--- src/rtl/memory_arbiter_pkg.sv ---
// Shared types and default widths for the I/D line-fill memory arbiter.
package mem_arb_pkg;
  localparam int ADDR_W_DEF = 26;
  localparam int LINE_W_DEF = 128;

  typedef enum logic [2:0] {
    IDLE, D_WB, D_FILL, I_FILL, DONE_D, DONE_I
  } arb_state_e;

  typedef enum logic {REQ_I, REQ_D} req_id_e;
endpackage

--- src/rtl/memory_arbiter_if.sv ---
// Line-wide memory port: arbiter drives the request side, memory answers with rdata/ready.
interface memory_arbiter_if
  import mem_arb_pkg::*;
#(
  parameter int ADDR_W = ADDR_W_DEF,
  parameter int LINE_W = LINE_W_DEF
);
  logic              mem_req;
  logic              mem_we;
  logic [ADDR_W-1:0] mem_addr;
  logic [LINE_W-1:0] mem_wdata;
  logic [LINE_W-1:0] mem_rdata;
  logic              mem_ready;

  modport master (output mem_req, mem_we, mem_addr, mem_wdata, input mem_rdata, mem_ready);
  modport slave  (input mem_req, mem_we, mem_addr, mem_wdata, output mem_rdata, mem_ready);
endinterface

--- src/rtl/memory_arbiter.sv ---
// Arbitrates I-cache fills and D-cache (writeback+)fills onto one memory port.
// Define ARB_ROUND_ROBIN_EN to alternate grants on simultaneous requests (default: D wins).
module memory_arbiter
  import mem_arb_pkg::*;
#(
  parameter int ADDR_W = ADDR_W_DEF,
  parameter int LINE_W = LINE_W_DEF
) (
  input  logic              clk,
  input  logic              reset,
  input  logic              reqI_mem,
  input  logic [ADDR_W-1:0] reqAddrI_mem,
  input  logic              reqD_mem,
  input  logic              reqD_cache_write,
  input  logic [ADDR_W-1:0] reqAddrD_mem,
  input  logic [ADDR_W-1:0] reqAddrD_write_mem,
  input  logic [LINE_W-1:0] data_to_mem,
  output logic [LINE_W-1:0] line_data,
  output logic              read_ready_I,
  output logic              read_ready_D,
  output logic              written_data_ack,
  output logic              arb_busy,
  memory_arbiter_if.master  mem
);
  arb_state_e        state_q, state_d;
  req_id_e           last_q, last_d;
  logic [ADDR_W-1:0] fill_addr_q, fill_addr_d, mem_addr_q, mem_addr_d;
  logic [LINE_W-1:0] mem_wdata_q, mem_wdata_d, line_q, line_d;
  logic              mem_req_q, mem_req_d, mem_we_q, mem_we_d;
  logic              rdy_i_q, rdy_i_d, rdy_d_q, rdy_d_d, ack_q, ack_d;
  logic              pick_d;

  always_comb begin
`ifdef ARB_ROUND_ROBIN_EN
    pick_d = reqD_mem && (!reqI_mem || last_q == REQ_I);
`else
    pick_d = reqD_mem;
`endif
    state_d     = state_q;
    last_d      = last_q;
    fill_addr_d = fill_addr_q;
    mem_addr_d  = mem_addr_q;
    mem_wdata_d = mem_wdata_q;
    line_d      = line_q;
    mem_req_d   = mem_req_q;
    mem_we_d    = mem_we_q;
    rdy_i_d     = 1'b0;
    rdy_d_d     = 1'b0;
    ack_d       = 1'b0;
    case (state_q)
      IDLE: begin
        if (pick_d) begin
          last_d      = REQ_D;
          fill_addr_d = reqAddrD_mem;
          mem_wdata_d = data_to_mem;
          mem_req_d   = 1'b1;
          mem_we_d    = reqD_cache_write;
          mem_addr_d  = reqD_cache_write ? reqAddrD_write_mem : reqAddrD_mem;
          state_d     = reqD_cache_write ? D_WB : D_FILL;
        end else if (reqI_mem) begin
          last_d     = REQ_I;
          mem_req_d  = 1'b1;
          mem_we_d   = 1'b0;
          mem_addr_d = reqAddrI_mem;
          state_d    = I_FILL;
        end
      end
      D_WB: if (mem.mem_ready) begin
        // mem_req stays up; the fill follows directly with the latched address
        ack_d      = 1'b1;
        mem_we_d   = 1'b0;
        mem_addr_d = fill_addr_q;
        state_d    = D_FILL;
      end
      D_FILL: if (mem.mem_ready) begin
        line_d    = mem.mem_rdata;
        mem_req_d = 1'b0;
        rdy_d_d   = 1'b1;
        state_d   = DONE_D;
      end
      I_FILL: if (mem.mem_ready) begin
        line_d    = mem.mem_rdata;
        mem_req_d = 1'b0;
        rdy_i_d   = 1'b1;
        state_d   = DONE_I;
      end
      DONE_D, DONE_I: state_d = IDLE;
      default:        state_d = IDLE;
    endcase
  end

  always_ff @(posedge clk or negedge reset) begin
    if (!reset) begin
      state_q     <= IDLE;
      last_q      <= REQ_D;
      fill_addr_q <= '0;
      mem_addr_q  <= '0;
      mem_wdata_q <= '0;
      line_q      <= '0;
      mem_req_q   <= 1'b0;
      mem_we_q    <= 1'b0;
      rdy_i_q     <= 1'b0;
      rdy_d_q     <= 1'b0;
      ack_q       <= 1'b0;
    end else begin
      state_q     <= state_d;
      last_q      <= last_d;
      fill_addr_q <= fill_addr_d;
      mem_addr_q  <= mem_addr_d;
      mem_wdata_q <= mem_wdata_d;
      line_q      <= line_d;
      mem_req_q   <= mem_req_d;
      mem_we_q    <= mem_we_d;
      rdy_i_q     <= rdy_i_d;
      rdy_d_q     <= rdy_d_d;
      ack_q       <= ack_d;
    end
  end

  assign mem.mem_req       = mem_req_q;
  assign mem.mem_we        = mem_we_q;
  assign mem.mem_addr      = mem_addr_q;
  assign mem.mem_wdata     = mem_wdata_q;
  assign line_data         = line_q;
  assign read_ready_I      = rdy_i_q;
  assign read_ready_D      = rdy_d_q;
  assign written_data_ack  = ack_q;
  assign arb_busy          = (state_q != IDLE);
endmodule
--- src/flat_wrapper.sv ---
// flat-port wrapper written by rule: the top's interface ports become plain ports
module memory_arbiter_flat import mem_arb_pkg::*;
#(
  parameter int ADDR_W = ADDR_W_DEF,
  parameter int LINE_W = LINE_W_DEF
)
  (clk, reset, reqI_mem, reqAddrI_mem, reqD_mem, reqD_cache_write, reqAddrD_mem, reqAddrD_write_mem, data_to_mem, line_data, read_ready_I, read_ready_D, written_data_ack, arb_busy, mem_mem_req, mem_mem_we, mem_mem_addr, mem_mem_wdata, mem_mem_rdata, mem_mem_ready);
  memory_arbiter_if #(.ADDR_W(ADDR_W), .LINE_W(LINE_W)) mem_i ();
  input  logic clk;
  input  logic reset;
  input  logic reqI_mem;
  input  logic [ADDR_W-1:0] reqAddrI_mem;
  input  logic reqD_mem;
  input  logic reqD_cache_write;
  input  logic [ADDR_W-1:0] reqAddrD_mem;
  input  logic [ADDR_W-1:0] reqAddrD_write_mem;
  input  logic [LINE_W-1:0] data_to_mem;
  output logic [LINE_W-1:0] line_data;
  output logic read_ready_I;
  output logic read_ready_D;
  output logic written_data_ack;
  output logic arb_busy;
  output wire logic [$bits(mem_i.mem_req)-1:0] mem_mem_req;
  output wire logic [$bits(mem_i.mem_we)-1:0] mem_mem_we;
  output wire logic [$bits(mem_i.mem_addr)-1:0] mem_mem_addr;
  output wire logic [$bits(mem_i.mem_wdata)-1:0] mem_mem_wdata;
  input wire logic [$bits(mem_i.mem_rdata)-1:0] mem_mem_rdata;
  input wire logic [$bits(mem_i.mem_ready)-1:0] mem_mem_ready;
  assign mem_mem_req = mem_i.mem_req;
  assign mem_mem_we = mem_i.mem_we;
  assign mem_mem_addr = mem_i.mem_addr;
  assign mem_mem_wdata = mem_i.mem_wdata;
  assign mem_i.mem_rdata = mem_mem_rdata;
  assign mem_i.mem_ready = mem_mem_ready;
  memory_arbiter #(.ADDR_W(ADDR_W), .LINE_W(LINE_W)) u_core (.clk(clk), .reset(reset), .reqI_mem(reqI_mem), .reqAddrI_mem(reqAddrI_mem), .reqD_mem(reqD_mem), .reqD_cache_write(reqD_cache_write), .reqAddrD_mem(reqAddrD_mem), .reqAddrD_write_mem(reqAddrD_write_mem), .data_to_mem(data_to_mem), .line_data(line_data), .read_ready_I(read_ready_I), .read_ready_D(read_ready_D), .written_data_ack(written_data_ack), .arb_busy(arb_busy), .mem(mem_i));
endmodule
--- config.mk ---
export PLATFORM = sky130hd
export DESIGN_NAME = memory_arbiter_flat
export DESIGN_NICKNAME = d
export VERILOG_FILES = /design/src/rtl/memory_arbiter_pkg.sv /design/src/rtl/memory_arbiter_if.sv /design/src/rtl/memory_arbiter.sv /design/src/flat_wrapper.sv
export SDC_FILE = /design/constraint.sdc
export NUM_CORES = 1
export LEC_CHECK = 0
export CAP_MARGIN = 15
export CORE_AREA = 2 2 243 245
export CTS_BUF_LIST = sky130_fd_sc_hd__clkbuf_4
export DETAILED_ROUTE_END_ITERATION = 8
export DIE_AREA = 0 0 245 247
export GPL_ROUTABILITY_DRIVEN = 0
export HOLD_SLACK_MARGIN = 0.1
export SLEW_MARGIN = 40
export SYNTH_ARGS = -nofsm -noshare
export SYNTH_HDL_FRONTEND = slang
export SYNTH_SLANG_ARGS = --single-unit
--- constraint.sdc ---
create_clock -name clk -period 3.65 [get_ports clk]
set_input_delay 0.365 -clock clk [delete_from_list [all_inputs] [get_ports clk]]
set_output_delay 0.365 -clock clk [all_outputs]
set_load 0.01 [all_outputs]
==> tab_implementation.tex <==
\begin{tabular}{lr}
\hline
Metric & Value \\
\hline
\multicolumn{2}{l}{\textbf{Status}} \\
\quad Status & finished clean \\
\multicolumn{2}{l}{\textbf{Cells and area}} \\
\quad Count of nets after finishing & 2,112 \\
\quad Share of final-layout standard cells stronger than drive strength 1 & 22.8\% \\
\quad Number of fillers in the final layout & 5,402 \\
\quad Post-synthesis to final-layout area growth & 85.5\% \\
\quad Area used by multi-input combinational logic & 4470 um\^{}2 \\
\quad Fin util & 40.5\% \\
\quad Sequential cell area & 7910 um\^{}2 \\
\quad Final std cell area, no fill & 23,600 um\^{}2 \\
\multicolumn{2}{l}{\textbf{Worst setup path}} \\
\quad Cell family with most CP delay & buffers and inverters \\
\quad Worst setup SP type & register \\
\quad Delay contributed by the slowest stage of the critical path & 540 ps \\
\quad Standard cell with the maximum stage delay on the critical path & clkdlybuf4s50\_1 \\
\quad Data required time at the worst endpoint & 3280 ps \\
\quad Buf+Inv Stages, Crit Path & 1 \\
\quad Critical-path cell list & or3\_1 > clkdlybuf4s50\_1 \\
\quad Worst-path fanout max & 8 \\
\quad Critical setup path kind & register to output port \\
\quad Data arrival time at the worst-slack endpoint & 2140 ps \\
\quad Endpoint kind of the worst setup timing path & output port \\
\multicolumn{2}{l}{\textbf{Floorplan}} \\
\quad Total number of placement rows & 89 \\
\quad Die area & 60,500 um\^{}2 \\
\quad DIE WIDTH & 245 um \\
\quad Vertical extent of the die & 247 um \\
\quad Initial Utilization & 21.8\% \\
\quad Core Box Area & 58,200 um\^{}2 \\
\quad Io pins & 628 \\
\multicolumn{2}{l}{\textbf{Timing}} \\
\quad Count of final max-slew check failures & 0 \\
\quad Least setup slack across all paths after layout & 1140 ps \\
\quad Final clock skew & 60.0 ps \\
\quad Setup repair after global routing missed its margin & false \\
\quad Hold violation count in the final report & 0 \\
\quad Final total negative setup slack & 0 ps \\
\quad Tightest Pin Transition & 832 ps \\
\quad Maximum clock rate & 399 MHz \\
\quad Minimum clock period & 2510 ps \\
\quad Slew Limit Headroom & 44.5\% \\
\quad Total of endpoints with negative setup slack in the final report & 0 \\
\quad Fraction of the cycle the final worst path needs & 68.7\% \\
\multicolumn{2}{l}{\textbf{Clocking}} \\
\quad Clock root buffer & clkbuf\_4 \\
\quad Depth of the CTS H-tree & 3 \\
\quad TritonCTS clock tree & yes \\
\quad TritonCTS buffer count & 90 \\
\quad Post-cts gate resize count & 0 \\
\quad CTS sink cnt & 316 \\
\quad Clock network latency to the later pin of the worst-skew pair & 800 ps \\
\quad Setup repair bufs after CTS & 0 \\
\quad Clock transition at the registers of the reported paths & 60 ps \\
\quad Maximum root-to-sink buffer count & 3 \\
\multicolumn{2}{l}{\textbf{Placement}} \\
\quad Worst setup timing slack at the placement stage & 1170 ps \\
\quad Port-buffer cells & 627 \\
\quad DPL Wire Length & 30.8 mm \\
\quad Placed instance area & 20,000 um\^{}2 \\
\multicolumn{2}{l}{\textbf{Drt}} \\
\quad Detailed Route Iter0 Violations & 254 \\
\quad Total via count in the routed design & 10,740 \\
\quad Routed wire length & 43.9 mm \\
\quad WL per Instance & 16.8 um \\
\quad Number of nets still failing antenna checks after routing & 0 \\
\quad Post-route DRC & 0 \\
\quad Pre-Repair DR Iteration Count & 4 \\
\quad Number of vias per cell after detailed routing & 4.11 \\
\multicolumn{2}{l}{\textbf{Worst hold path}} \\
\quad Min-delay worst type & primary input to register \\
\multicolumn{2}{l}{\textbf{Global routing}} \\
\quad Initial antenna violation count & 2 \\
\quad Via count of the first global-routing pass & 12,174 \\
\quad Global-route wire length before repair & 67.0 mm \\
\quad Largest net degree at the start of global routing & 95 \\
\quad Global router's overall resource usage & 14.1\% \\
\quad Total global routing overflow & 0 \\
\multicolumn{2}{l}{\textbf{Logic synthesis}} \\
\quad Post-Syn Nets & 1,175 \\
\quad Post-Synthesis Cells & 835 \\
\quad Count of cell types in the netlist & 28 \\
\quad Flop and latch count out of synthesis & 316 \\
\quad Share of the yosys chip area belonging to registers & 62.2\% \\
\quad Post-synthesis instance area & 12,700 um\^{}2 \\
\quad Yosys synthesis warning count & 0 \\
\quad Per-instance average area after synthesis & 15.2 um\^{}2 \\
\multicolumn{2}{l}{\textbf{Pwr}} \\
\quad P per Cell Area & 760 nW/um\^{}2 \\
\quad VDD IR max & 0.458 mV \\
\quad Leakage & 9.73 nW \\
\multicolumn{2}{l}{\textbf{Run}} \\
\quad Max-cap check violation count & 0 \\
\hline
\end{tabular}
-- what timing repair did --
item,in CTS,in global routing
setup endpoints to repair,0,0
hold buffers,247,1
endpoints found under the hold margin,387,26
-- kinds of logic after synthesis --
family          share of synthesized area, %
simple gates                            2.26
compound gates                          5.57
mux                                     27.2
buf+inv                                 2.75
flops                                   62.2
-- cells in the mapped netlist --
cell type	instances	area, um^2
a311oi_1	1	8.76
a31oi_1	32	200
inv_1	3	11.3
mux2_1	60	676
nor3b_2	1	12.5
dfrtp_1	316	7910
and2_1	1	6.26
nand3_1	1	5.00
and3_1	2	12.5
mux2i_1	26	260
nand2_1	26	97.6
nand3b_1	1	7.51
mux2_2	223	2510
clkbuf_1	14	52.6
nor2_1	31	116
buf_4	2	15.0
a211o_1	26	228
buf_6	11	124
buf_1	3	11.3
and3_4	1	11.3
a31oi_2	20	250
or3_1	2	12.5
mux2_4	1	15.0
o32ai_1	1	8.76
a21oi_1	1	5.00
o21a_1	1	7.51
buf_2	27	135
nand2b_1	1	6.26
-- layer usage --
layer / share of wire, % / wire length [um] / global-route usage, % / vias up
met4: 2.3 / 1020 / 5.58 / 0
met3: 8.0 / 3500 / 4.86 / 77
met1: 37 / 16500 / 15.2 / 5300
met2: 52 / 22900 / 25.2 / 424
li1: - / - / - / 4939
met5: 0 / 0 / 0 / -
-- cell type report --
type,count,share of cell area (%)
clock inverters,26,0.520
diodes,6,0.0637
multi-input cells,459,19.0
flip-flops and latches,316,33.5
inverters,3,0.0478
repair buffers,902,38.6
well taps,773,4.10
clock buffers,131,4.17
-- stage by stage --
| stage | total power, W | instances | hold WS, ps |
|---|---|---|---|
| global route | 0.0191 | 2615 | 132 |
| floorplan | 0.00981 | 835 | 69.4 |
| detailed placement | 0.0146 | 2204 | 460 |
| finish | 0.0179 | 2616 | 252 |
| CTS | 0.0182 | 2608 | 100 |
| global placement | 0.0144 | 2204 | 456 |
-- cells in the final DEF (no fill, tap or decap), drive strengths merged --
cell,count
a211o,26
a21oi,1
a311oi,1
a31oi,52
and2,1
and3,3
buf,30
clkbuf,131
clkdlybuf4s50,624
clkinv,19
clkinvlp,2
dfrtp,316
diode,6
dlygate4sd3,248
inv,8
mux2,284
mux2i,26
nand2,26
nand2b,1
nand3,1
nand3b,1
nor2,31
nor3b,1
o21a,1
o32ai,1
or3,2
-- registers in the layout (all words and copies together), names as in the netlist --
register,cells
u_core.line_data,128
u_core.mem.mem_wdata,128
u_core.fill_addr_q,26
u_core.mem.mem_addr,26
u_core.state_q,3
u_core.mem.mem_req,1
u_core.mem.mem_we,1
u_core.read_ready_D,1
u_core.read_ready_I,1
u_core.written_data_ack,1
-- worst paths after layout --
check | to | from | slack [ps] | cells after the start
worst max-delay path | arb_busy | u_core.state_q[0] | 1140 | 2
min in group asynchronous | u_core.mem.mem_wdata[125] | reset | 580 | 3
worst min-delay path | u_core.mem.mem_wdata[4] | data_to_mem[4] | 250 | 2
worst min register to register | u_core.mem.mem_wdata[113] | u_core.mem.mem_wdata[113] | 480 | 1
max in group asynchronous | u_core.line_data[76] | reset | 2020 | 5
worst max register to register | u_core.mem.mem_wdata[57] | u_core.state_q[1] | 1170 | 5
-- power breakdown --
| group | switching (W) | internal [W] |
|---|---|---|
| Combinational | 0.00330 | 0.00510 |
| Clock | 0.00155 | 0.00165 |
| Sequential | 0.00101 | 0.00531 |
| Total | 0.00587 | 0.0121 |
No activity file was read; power rests on OpenSTA's default activity.
